## src/rtl/mcpu_pkg.sv

```systemverilog
// Shared definitions for the multicycle CPU controller: state encoding,
// opcode constants, datapath select codes and the control-word struct.
package mcpu_pkg;

    typedef enum logic [2:0] {
        S_IDLE   = 3'd0,
        S_FETCH  = 3'd1,
        S_DECODE = 3'd2,
        S_EXEC   = 3'd3,
        S_MEM    = 3'd4,
        S_WB     = 3'd5
    } state_t;

    localparam logic [5:0] OP_RTYPE = 6'b000000;
    localparam logic [5:0] OP_ADDI  = 6'b001000;
    localparam logic [5:0] OP_LW    = 6'b100011;
    localparam logic [5:0] OP_SW    = 6'b101011;
    localparam logic [5:0] OP_BEQ   = 6'b000100;
    localparam logic [5:0] OP_BNE   = 6'b000101;
    localparam logic [5:0] OP_J     = 6'b000010;
    localparam logic [5:0] OP_JAL   = 6'b000011;

    localparam logic [1:0] ALU_ADD   = 2'b00;
    localparam logic [1:0] ALU_SUB   = 2'b01;
    localparam logic [1:0] ALU_FUNCT = 2'b10;

    localparam logic [1:0] SRCB_RT     = 2'b00;
    localparam logic [1:0] SRCB_FOUR   = 2'b01;
    localparam logic [1:0] SRCB_IMM    = 2'b10;
    localparam logic [1:0] SRCB_IMM_SH = 2'b11;

    localparam logic [1:0] PCSRC_ALU    = 2'b00;
    localparam logic [1:0] PCSRC_ALUOUT = 2'b01;
    localparam logic [1:0] PCSRC_JUMP   = 2'b10;

    // One control word per cycle, grouped so the top can gate strobes as a unit
    typedef struct packed {
        logic       ir_write;
        logic       pc_write;
        logic       iord;
        logic       mem_read;
        logic       mem_write;
        logic       reg_write;
        logic       reg_dst;
        logic       mem_to_reg;
        logic       jal;
        logic       alu_src_a;
        logic [1:0] alu_src_b;
        logic [1:0] alu_op;
        logic [1:0] pc_source;
        logic       illegal_op;
        logic       instr_done;
    } ctrl_t;

    // True for every opcode the controller knows how to sequence
    function automatic logic op_legal(input logic [5:0] op);
        case (op)
            OP_RTYPE, OP_ADDI, OP_LW, OP_SW,
            OP_BEQ, OP_BNE, OP_J, OP_JAL: op_legal = 1'b1;
            default:                      op_legal = 1'b0;
        endcase
    endfunction

endpackage

```

## src/rtl/mcpu_out_decode.sv

```systemverilog
// Combinational control-word decode from current state, opcode and the
// ALU zero flag. mem_ok marks the cycle in which a memory access completes
// (tied high when memory is single-cycle).
module mcpu_out_decode
    import mcpu_pkg::*;
(
    input  state_t      state,
    input  logic [5:0]  opcode,
    input  logic        zero,
    input  logic        mem_ok,
    output ctrl_t       ctl
);

    // Decode per state; everything not explicitly driven stays 0
    always_comb begin
        ctl = '0;
        case (state)
            S_FETCH: begin
                ctl.mem_read  = 1'b1;
                ctl.iord      = 1'b0;
                ctl.alu_src_b = SRCB_FOUR;
                ctl.alu_op    = ALU_ADD;
                ctl.pc_source = PCSRC_ALU;
                ctl.ir_write  = mem_ok;
                ctl.pc_write  = mem_ok;
            end
            S_DECODE: begin
                // Branch target is computed here while the opcode is examined
                ctl.alu_src_b  = SRCB_IMM_SH;
                ctl.alu_op     = ALU_ADD;
                ctl.illegal_op = !op_legal(opcode);
            end
            S_EXEC: begin
                case (opcode)
                    OP_RTYPE: begin
                        ctl.alu_src_a = 1'b1;
                        ctl.alu_src_b = SRCB_RT;
                        ctl.alu_op    = ALU_FUNCT;
                    end
                    OP_ADDI, OP_LW, OP_SW: begin
                        ctl.alu_src_a = 1'b1;
                        ctl.alu_src_b = SRCB_IMM;
                        ctl.alu_op    = ALU_ADD;
                    end
                    OP_BEQ, OP_BNE: begin
                        ctl.alu_src_a  = 1'b1;
                        ctl.alu_src_b  = SRCB_RT;
                        ctl.alu_op     = ALU_SUB;
                        ctl.pc_source  = PCSRC_ALUOUT;
                        ctl.pc_write   = zero ^ (opcode == OP_BNE);
                        ctl.instr_done = 1'b1;
                    end
                    OP_J, OP_JAL: begin
                        ctl.pc_source  = PCSRC_JUMP;
                        ctl.pc_write   = 1'b1;
                        ctl.instr_done = 1'b1;
                        ctl.jal        = (opcode == OP_JAL);
                        ctl.reg_write  = (opcode == OP_JAL);
                    end
                    default: ;
                endcase
            end
            S_MEM: begin
                ctl.iord       = 1'b1;
                ctl.mem_read   = (opcode == OP_LW);
                ctl.mem_write  = (opcode == OP_SW);
                ctl.instr_done = (opcode == OP_SW) && mem_ok;
            end
            S_WB: begin
                ctl.reg_write  = 1'b1;
                ctl.reg_dst    = (opcode == OP_RTYPE);
                ctl.mem_to_reg = (opcode == OP_LW);
                ctl.instr_done = 1'b1;
            end
            default: ;
        endcase
    end

endmodule

```

## src/rtl/multicycle_ctrl.sv

```systemverilog
// Multicycle CPU control FSM: holds the state register and next-state logic,
// and gates the decoded control word with the run enable.
// Build option: define MCTRL_MEM_WAIT_EN to stall FETCH and MEM on mem_ready;
// otherwise mem_ready is ignored and memory is single-cycle.
module multicycle_ctrl
    import mcpu_pkg::*;
(
    input  logic       clk,
    input  logic       rst_n,
    input  logic       en,
    input  logic [5:0] opcode,
    input  logic       zero,
    input  logic       mem_ready,
    output logic       ir_write,
    output logic       pc_write,
    output logic       iord,
    output logic       mem_read,
    output logic       mem_write,
    output logic       reg_write,
    output logic       reg_dst,
    output logic       mem_to_reg,
    output logic       jal,
    output logic       alu_src_a,
    output logic [1:0] alu_src_b,
    output logic [1:0] alu_op,
    output logic [1:0] pc_source,
    output logic       illegal_op,
    output logic       instr_done,
    output logic [2:0] state
);

    state_t state_q;
    state_t state_d;
    ctrl_t  ctl;
    logic   mem_ok;

`ifdef MCTRL_MEM_WAIT_EN
    assign mem_ok = mem_ready;
`else
    logic unused_mem_ready;
    assign mem_ok           = 1'b1;
    assign unused_mem_ready = mem_ready;
`endif

    // State register; reset forces IDLE, whose decode is all-zero outputs
    always_ff @(posedge clk or negedge rst_n) begin
        if (!rst_n) state_q <= S_IDLE;
        else        state_q <= state_d;
    end

    // Next-state: every transition requires en; memory states wait on mem_ok
    always_comb begin
        state_d = state_q;
        if (en) begin
            case (state_q)
                S_IDLE:   state_d = S_FETCH;
                S_FETCH:  state_d = mem_ok ? S_DECODE : S_FETCH;
                S_DECODE: state_d = op_legal(opcode) ? S_EXEC : S_FETCH;
                S_EXEC: begin
                    case (opcode)
                        OP_RTYPE, OP_ADDI: state_d = S_WB;
                        OP_LW, OP_SW:      state_d = S_MEM;
                        default:           state_d = S_FETCH;
                    endcase
                end
                S_MEM: begin
                    if (mem_ok) state_d = (opcode == OP_LW) ? S_WB : S_FETCH;
                end
                S_WB:     state_d = S_FETCH;
                default:  state_d = S_IDLE;
            endcase
        end
    end

    mcpu_out_decode u_decode (
        .state  (state_q),
        .opcode (opcode),
        .zero   (zero),
        .mem_ok (mem_ok),
        .ctl    (ctl)
    );

    // While frozen, writes and the per-instruction pulses are suppressed so
    // a held state cannot repeat a side effect
    assign ir_write   = ctl.ir_write   & en;
    assign pc_write   = ctl.pc_write   & en;
    assign mem_write  = ctl.mem_write  & en;
    assign reg_write  = ctl.reg_write  & en;
    assign illegal_op = ctl.illegal_op & en;
    assign instr_done = ctl.instr_done & en;

    assign iord       = ctl.iord;
    assign mem_read   = ctl.mem_read;
    assign reg_dst    = ctl.reg_dst;
    assign mem_to_reg = ctl.mem_to_reg;
    assign jal        = ctl.jal;
    assign alu_src_a  = ctl.alu_src_a;
    assign alu_src_b  = ctl.alu_src_b;
    assign alu_op     = ctl.alu_op;
    assign pc_source  = ctl.pc_source;
    assign state      = state_q;

endmodule

```

## config.mk

```make
export PLATFORM = sky130hd
export DESIGN_NAME = multicycle_ctrl
export DESIGN_NICKNAME = d
export VERILOG_FILES = /design/src/rtl/mcpu_pkg.sv /design/src/rtl/mcpu_out_decode.sv /design/src/rtl/multicycle_ctrl.sv
export SDC_FILE = /design/constraint.sdc
export NUM_CORES = 1
export LEC_CHECK = 0
export BUFFER_PORTS_ARGS = -buffer_cell sky130_fd_sc_hd__buf_2
export CAP_MARGIN = 0
export CORE_AREA = 2 2 39 41
export DETAILED_ROUTE_END_ITERATION = 8
export DIE_AREA = 0 0 41 43
export PLACE_DENSITY = 0.73
export SLEW_MARGIN = 20
export SYNTH_ARGS = -nofsm -noshare
export SYNTH_HDL_FRONTEND = slang
export SYNTH_SLANG_ARGS = --single-unit
```

## constraint.sdc

```tcl
create_clock -name clk -period 2.4 [get_ports clk]
set_clock_uncertainty 0.15 [all_clocks]
set_input_delay 0.24 -clock clk [delete_from_list [all_inputs] [get_ports clk]]
set_output_delay 0.24 -clock clk [all_outputs]
set_load 0.05 [all_outputs]
```

==> results.py, run 1 <==
metrics = {
    "placement": {
        "postPlaceCellArea_um2": 702,
        "io_buffers": 30,
        "gp_congestion": 0.761,
        "hpwl_um": 1090,
    },
    "synth": {
        "yosysMostFrequentCell": "nor2_1",
        "synth_top_area_cell": "dfrtp_1",
        "synthTopCellsByArea": "dfrtp_1 15%, nor4_4 8.3%, nor2_1 8.0%",
        "netlist_area_um2": 515,
        "syn_nets": 76,
        "synth_edf_count": 0,
        "synthAdderAreaFrac": 0,
        "synth_cell_types": 33,
        "synthXorXnorAreaFrac": 0.0510,
        "ys_ff_latch": 3,
        "synthTopCellsByCount": "11 x nor2_1, 4 x nand2_1, 4 x o21bai_1",
        "muxShareOfSynthArea": 0.0194,
        "ys_seq_area_frac": 0.146,
        "synthCells": 65,
        "syn_area_per_cell_um2": 7.93,
        "yosysWarnings": 0,
        "synth-simple-area-share": 0.488,
        "ys_async_sr_fraction": 1.00,
        "synth_flop_cell": "dfrtp_1",
        "synth_top_area_share": 0.146,
        "synth_top_family_by_area": "simple AND/OR/NAND/NOR gates",
        "synth_compound_area_frac": 0.194,
    },
    "job": {
        "maxCapViolations": 0,
    },
    "detailed_routing": {
        "drc": 0,
        "wl_per_cell_um": 12.2,
        "drt-initial-drc-count": 7,
        "dr_total_vias": 600,
        "antenna_left": 0,
        "via_per_inst": 5.26,
        "drt_wl_total_um": 1400,
        "drt-pass1-iter-count": 4,
    },
    "clocking": {
        "clock-sinks": 3,
        "cts-root-buf": "clkbuf_4",
        "cts-buffers-inserted": 3,
        "clock_tree.buffer_depth": 2,
        "cts_tree": "yes",
        "htreeDepth": 1,
        "worst_skew_pair.late_latency_ns": 0.23,
        "clkTransAtPathRegs_ns": 0.04,
    },
    "floorplanning": {
        "dieArea_um2": 1760,
        "die_w_um": 41,
        "row_count": 14,
        "chipHeight_um": 43,
        "ios": 32,
        "start_util": 0.373,
        "placeableCoreArea_um2": 1380,
    },
    "critical_path": {
        "rrSetupSlack_ns": 0.83,
        "crit_buf_inv": 2,
        "start_kind": "flip-flop",
        "end_kind": "output pin",
        "cp.arrival_ns": 1.88,
        "worstPathRequired_ns": 2.01,
        "cpMaxStageDelayCell": "dfrtp_2",
        "worstPathCellList": "nand3b_1, buf_4, nor4_4, nand2_2, a21oi_4, buf_2",
        "slowest_delay_ns": 0.43,
        "crit_family": "simple AND/OR/NAND/NOR gates",
        "worst-path-max-fanout": 7,
        "path_class": "reg -> out",
    },
    "timing": {
        "finalSetupViolCount": 0,
        "slew_headroom": 0.738,
        "max_slew.worst_pin.slew_ns": 0.390,
        "slew_viol_final": 0,
        "period_needed_ns": 2.27,
        "rsz0062_at_grt": "no",
        "max_freq_ghz": 0.440,
        "fin_crit_sh": 0.946,
        "final-hold-violation-count": 0,
    },
    "global_route": {
        "grt_pass1_vias": 497,
        "grt_use_total": 0.169,
        "grt_first_pass_wirelength_um": 2070,
        "grt_remaining_overflow": 0,
        "grt_max_degree": 14,
        "antenna_found_initial": 0,
    },
    "power_and_ir_drop": {
        "power.density_nw_per_um2": 978,
        "p_total_w": 0.000729,
        "vdd_drop_max_mv": 0.369,
        "cellLeakagePower_nw": 0.343,
    },
    "layout": {
        "finalNetCount": 110,
        "postLayoutCellArea_um2": 746,
        "drive_gt1_frac": 0.510,
        "area_growth_pct": 44.7,
        "fillers": 139,
        "final_core_util": 0.539,
        "diodes": 0,
        "largest_register_ffs": 3,
    },
    "status": {
        "outcome": "completed",
    },
    "min_path": {
        "hp-class": "in -> reg",
    },
}
[logic make-up (layout without fill, tap and decap cells)]
kind of cell / count (synthesis) / count (layout)
buf+inv: 8 / 41
mux: 1 / 1
flops: 3 / 3
simple gates: 37 / 37
xor+xnor: 3 / 3
compound gates: 13 / 13
[final timing paths]
check	startpoint	endpoint	cells past startpoint
worst max-delay path	state[2]	reg_write	6
worst min-delay path	en	state[2]	2
worst max register to register	state[2]	state[2]	5
worst min register to register	state[2]	state[0]	1
max in group asynchronous	rst_n	state[1]	2
min in group asynchronous	rst_n	state[2]	2
[layout by cell type, fill, tap and decap left out, drive strengths merged, types with 2 or more instances in the layout]
cell type,instances
or3,2
xnor2,2
or3b,2
nor2,11
nand2,5
o221ai,2
clkbuf,4
o21bai,4
buf,33
nor4,5
a211oi,2
inv,3
a21oi,2
dfrtp,3
nand4b,2
nand2b,3
[power by group]
group | switching, W | internal, W | total [W]
sequential | 0.0000235 | 0.0000710 | 0.0000945
combinational | 0.000392 | 0.000154 | 0.000546
clock | 0.0000263 | 0.0000623 | 0.0000886
total | 0.000442 | 0.000287 | 0.000729
[repair_timing]
item,in CTS,in global routing
hold endpoints to repair,3,0
gates resized for setup,0,0
setup buffers,0,1
hold buffers,1,0
endpoints found under the setup margin,0,3
[metal layers]
layer	vias to the layer above	GRT usage	wire [um]
li1	302	-	-
met1	277	0.216	613
met2	21	0.259	708
met3	0	0.0314	74
met4	0	0.0800	0
met5	-	0	0
[cell type report]
type,count,area [um2],area share
inverters,3,11.3,0.0151
flip-flops and latches,3,78.8,0.106
clock buffers,4,26.3,0.0352
multi-input cells,54,427,0.572
well taps,16,20.0,0.0268
repair buffers,34,183,0.245
[stage by stage]
| stage | setup WS [ns] | instances | setup TNS (ns) | hold slack, ns |
|---|---|---|---|---|
| finish | 0.129 | 114 | 0 | 0.160 |
| global route | 0.0448 | 114 | 0 | 0.183 |
| CTS | 0.0315 | 113 | 0 | 0.151 |
| detailed placement | 0.291 | 108 | 0 | -0.110 |
| global placement | 0.296 | 108 | 0 | -0.114 |
| floorplan | -0.258 | 65 | -1.19 | -0.206 |
Power figures use the tool's default switching activity.
==> run 2, diff against run 1 <==
--- a/config.mk
+++ b/config.mk
@@ -11,6 +11,7 @@
 export DETAILED_ROUTE_END_ITERATION = 8
 export DIE_AREA = 0 0 41 43
 export PLACE_DENSITY = 0.73
+export SETUP_SLACK_MARGIN = 0.3
 export SLEW_MARGIN = 20
 export SYNTH_ARGS = -nofsm -noshare
 export SYNTH_HDL_FRONTEND = slang
==> results.py, run 2 (synthesized netlist as in run 1, its figures left out) <==
metrics = {
    "clocking": {
        "htreeDepth": 1,
        "clock-sinks": 3,
        "clock_tree.buffer_depth": 2,
        "worst_skew_pair.late_latency_ns": 0.24,
        "cts-root-buf": "clkbuf_4",
        "cts_tree": "yes",
        "cts-buffers-inserted": 3,
        "clkTransAtPathRegs_ns": 0.04,
    },
    "floorplanning": {
        "die_w_um": 41,
        "ios": 32,
        "chipHeight_um": 43,
        "placeableCoreArea_um2": 1380,
        "row_count": 14,
        "start_util": 0.373,
        "dieArea_um2": 1760,
    },
    "critical_path": {
        "r2r_start": "state[2]",
        "slowest_delay_ns": 0.39,
        "worstPathCellList": "nand3b_1, nor4_4, a211oi_1, o21bai_4, buf_6",
        "worstPathRequired_ns": 2.01,
        "cp.arrival_ns": 1.70,
        "worst-path-max-fanout": 4,
        "start_kind": "flip-flop",
        "cp.depth": 5,
        "crit_buf_inv": 1,
        "end_kind": "output pin",
        "timing.reg2reg.worst_path_depth": 5,
        "rrSetupSlack_ns": 0.68,
        "crit_start": "state[2]",
        "crit_end": "instr_done",
        "cpMaxStageDelayCell": "dfrtp_2",
        "crit_family": "simple AND/OR/NAND/NOR gates",
        "worst_r2r_endpoint": "state[2]",
        "path_class": "reg -> out",
    },
    "status": {
        "outcome": "completed",
    },
    "timing": {
        "period_needed_ns": 2.09,
        "rsz0062_at_grt": "yes",
        "max_slew.worst_pin.slew_ns": 0.407,
        "max_freq_ghz": 0.478,
        "slew_headroom": 0.727,
        "setup_ws_ns": 0.306,
        "tns_ns": 0,
        "finalSetupViolCount": 0,
        "slew_viol_final": 0,
        "final-hold-violation-count": 0,
        "fin_crit_sh": 0.873,
    },
    "global_route": {
        "grt_first_pass_wirelength_um": 2390,
        "grt_max_degree": 14,
        "grt_remaining_overflow": 0,
        "antenna_found_initial": 0,
        "grt_use_total": 0.201,
        "grt_pass1_vias": 598,
    },
    "detailed_routing": {
        "antenna_left": 0,
        "drt-pass1-iter-count": 4,
        "wl_per_cell_um": 13.4,
        "dr_total_vias": 637,
        "drc": 0,
        "drt-initial-drc-count": 6,
        "via_per_inst": 5.54,
        "drt_wl_total_um": 1540,
    },
    "layout": {
        "postLayoutCellArea_um2": 800,
        "drive_gt1_frac": 0.535,
        "area_growth_pct": 55.1,
        "final_common_cell": "buf_2",
        "fillers": 143,
        "largest_register_ffs": 3,
        "finalNetCount": 111,
        "final_cell_mix": "23 x buf_2, 10 x nor2_1, 7 x buf_4",
        "diodes": 0,
    },
    "placement": {
        "dpl_worst_slack_ns": 0.283,
        "hpwl_um": 1180,
        "io_buffers": 30,
        "gp_congestion": 0.739,
        "postPlaceCellArea_um2": 719,
    },
    "power_and_ir_drop": {
        "cellLeakagePower_nw": 0.362,
        "vdd_drop_max_mv": 0.326,
        "comb_power_share": 0.755,
        "switching_share": 0.604,
        "power.density_nw_per_um2": 938,
        "switchingPower_w": 0.000453,
        "p_int_w": 0.000297,
        "p_clk_frac": 0.122,
        "seq_power_share": 0.123,
    },
    "job": {
        "maxCapViolations": 0,
    },
    "min_path": {
        "hp-class": "in -> reg",
    },
}
run 2: metal layers:
layer / vias up / wire [um] / global-route usage
met5: - / 0 / 0
met4: 0 / 67 / 0.140
met3: 8 / 100 / 0.0524
met2: 29 / 782 / 0.328
met1: 294 / 592 / 0.206
li1: 306 / - / -
run 2: stage by stage:
step	util	total power, W	hold WS [ns]	instances
floorplan	-	0.000535	-0.206	65
global placement	0.520	0.000634	-0.114	108
detailed placement	0.520	0.000642	-0.108	108
CTS	0.571	0.000753	0.139	115
global route	0.578	0.000801	0.170	115
finish	0.578	0.000750	0.153	115
run 2: worst min path at each step:
stage	slack, ns	cells past startpoint	startpoint	end
final	0.15	2	en	state[2]
after global routing	0.17	2	en	state[2]
after detailed placement	-0.11	1	rst_n	state[0]
after floorplan	-0.21	0	rst_n	state[0]
after global placement	-0.11	1	rst_n	state[1]
after CTS	0.14	2	en	state[2]
run 2: worst reg2reg max path, delay by kind of cell (launching register included):
kind,cells,cell delay [ns]
AO/OA/AOI/OAI,1,0.08
flip-flops,1,0.39
buffers and inverters,2,0.36
AND/OR/NAND/NOR,2,0.64
run 2: timing repair:
item,in CTS,in global routing
hold buffers,1,0
buffers inserted,2,0
endpoints found under the hold margin,3,0
setup endpoints to repair,7,7
pin swaps,3,0
gates resized for setup,7,4
run 2: layout make-up:
type | count | area [um2] | share of cell area
Multi-Input combinational cell | 54 | 444 | 0.556
Timing Repair Buffer | 35 | 219 | 0.274
Sequential cell | 3 | 78.8 | 0.0986
Clock buffer | 4 | 26.3 | 0.0329
Tap cell | 16 | 20.0 | 0.0250
Inverter | 3 | 11.3 | 0.0141
run 2: power by group through the flow:
stage	clock network [W]	registers (W)	logic (W)
final	0.0000911	0.0000923	0.000566
after global routing	0.0000988	0.0000961	0.000606
after CTS	0.0000937	0.0000927	0.000567
after detailed placement	0	0.0000941	0.000548
after global placement	0	0.0000924	0.000541
after floorplan	0	0.000145	0.000389
==> run 3, diff against run 2 <==
==> constraint.sdc (replaced) <==
create_clock -name clk -period 2.4 [get_ports clk]
set_clock_uncertainty 0.15 [all_clocks]
set_input_delay 0.48 -clock clk [delete_from_list [all_inputs] [get_ports clk]]
set_output_delay 0.48 -clock clk [all_outputs]
set_load 0.05 [all_outputs]
==> results.py, run 3 (synthesized netlist as in run 1, its figures left out) <==
metrics = {
    "clocking": {
        "clock-sinks": 3,
        "clock_tree.buffer_depth": 2,
        "cts-root-buf": "clkbuf_4",
        "htreeDepth": 1,
        "clkTransAtPathRegs_ns": 0.04,
        "cts-buffers-inserted": 3,
        "cts_tree": "yes",
        "worst_skew_pair.late_latency_ns": 0.25,
    },
    "critical_path": {
        "cp.arrival_ns": 1.88,
        "worst_r2r_endpoint": "state[2]",
        "start_kind": "primary input",
        "timing.reg2reg.worst_path_depth": 7,
        "cpMaxStageDelayCell": "or3b_4",
        "rrSetupSlack_ns": 0.65,
        "r2r_start": "state[2]",
        "cp_common_cell": "buf_4",
        "crit_family": "simple AND/OR/NAND/NOR gates",
        "worstPathRequired_ns": 1.77,
        "path_class": "in -> out",
        "worst-path-max-fanout": 4,
        "worstPathCellList": "buf_8, buf_6, or3b_4, nor4_4, buf_4, o21bai_1, buf_4",
        "end_kind": "output pin",
        "slowest_delay_ns": 0.39,
        "crit_buf_inv": 4,
    },
    "detailed_routing": {
        "via_per_inst": 5.73,
        "antenna_left": 0,
        "drt_wl_total_um": 2490,
        "drt-pass1-iter-count": 4,
        "drc": 0,
        "drt-initial-drc-count": 14,
        "dr_total_vias": 773,
        "wl_per_cell_um": 18.5,
    },
    "global_route": {
        "grt_use_total": 0.254,
        "grt_max_degree": 14,
        "grt_remaining_overflow": 0,
        "grt_first_pass_wirelength_um": 3060,
        "antenna_found_initial": 0,
        "grt_pass1_vias": 711,
    },
    "status": {
        "outcome": "finished with violations",
        "violations": "setup timing",
    },
    "layout": {
        "drive_gt1_frac": 0.756,
        "finalNetCount": 131,
        "multi_input_area_um2": 567,
        "seq_area_um2": 78.8,
        "area_growth_pct": 138,
        "largest_register_ffs": 3,
        "final_cell_mix": "20 x buf_4, 19 x buf_6, 8 x buf_2",
        "fin_cells": 135,
        "final_core_util": 0.887,
        "diodes": 0,
        "fillers": 62,
        "final_common_cell": "buf_4",
    },
    "power_and_ir_drop": {
        "power.density_nw_per_um2": 792,
        "vdd_drop_max_mv": 0.712,
        "cellLeakagePower_nw": 0.519,
    },
    "floorplanning": {
        "placeableCoreArea_um2": 1380,
        "start_util": 0.373,
        "die_w_um": 41,
        "dieArea_um2": 1760,
        "row_count": 14,
        "ios": 32,
        "chipHeight_um": 43,
    },
    "placement": {
        "io_buffers": 30,
        "placed_cells": 117,
        "gp_congestion": 0.793,
        "hpwl_um": 1210,
    },
    "timing": {
        "slew_headroom": 0.762,
        "setup_ws_ns": -0.110,
        "finalSetupViolCount": 4,
        "final-hold-violation-count": 0,
        "period_needed_ns": 2.51,
        "max_slew.worst_pin.slew_ns": 0.357,
        "fin_crit_sh": 1.05,
        "whs_ns": 0.385,
        "max_freq_ghz": 0.398,
        "rsz0062_at_grt": "yes",
        "slew_viol_final": 0,
    },
    "min_path": {
        "hold_depth": 2,
        "min_from": "en",
        "min_to": "state[2]",
        "hp-class": "in -> reg",
    },
    "job": {
        "maxCapViolations": 0,
    },
}
## run 3: area by class of cell
class / instances / share of cell area
clock buffers: 4 / 0.0214
flip-flops and latches: 3 / 0.0642
inverters: 3 / 0.00917
multi-input cells: 54 / 0.462
well taps: 16 / 0.0163
repair buffers: 55 / 0.427
## run 3: report_power, final
part / switching (W) / internal (W)
Sequential: 0.00000816 / 0.0000706
Combinational: 0.000501 / 0.000295
Clock: 0.0000349 / 0.0000629
Total: 0.000544 / 0.000428
## run 3: timing repair
item                                   in CTS  in global routing
pin swaps                                   9                  5
endpoints found under the hold margin       3                  0
setup endpoints to repair                  16                 16
hold buffers                                1                  0
gates resized for setup                    58                 15
setup buffers                               8                  5
## run 3: per-stage QoR
stage               instance area [um2]  setup slack [ns]  setup TNS [ns]  power (W)
finish                             1230            -0.110          -0.293   0.000972
detailed placement                  836           -0.0477          -0.119   0.000704
global placement                    836           -0.0219         -0.0535   0.000700
floorplan                           644            -0.498           -2.55   0.000579
global route                       1230            -0.130          -0.462    0.00101
CTS                                1130           -0.0354         -0.0682   0.000904
## run 3: metal layers
layer,vias up,global-route usage,share of wire
li1,346,-,-
met1,364,0.279,0.36
met2,54,0.459,0.55
met4,0,0.100,0.033
met3,9,0.0209,0.059
met5,-,0,0
## run 3: how the worst max path moves through the flow
| stage | start | to | slack (ns) | depth (start not counted) |
|---|---|---|---|---|
| 6_report | opcode[3] | alu_src_a | -0.11 | 7 |
| 5_1_grt | opcode[3] | alu_src_a | -0.13 | 7 |
| 4_1_cts | opcode[3] | instr_done | -0.04 | 7 |
| 3_5_place_dp | opcode[1] | pc_write | -0.05 | 6 |
| 3_3_place_gp | opcode[1] | instr_done | -0.02 | 6 |
| 2_1_floorplan | state[1] | reg_write | -0.50 | 5 |
## run 3: worst register-to-register path: cells and delay by family, from the launching register on
family,cells,cell delay [ns]
buf+inv,4,0.52
compound gates,1,0.08
simple gates,2,0.53
flops,1,0.38
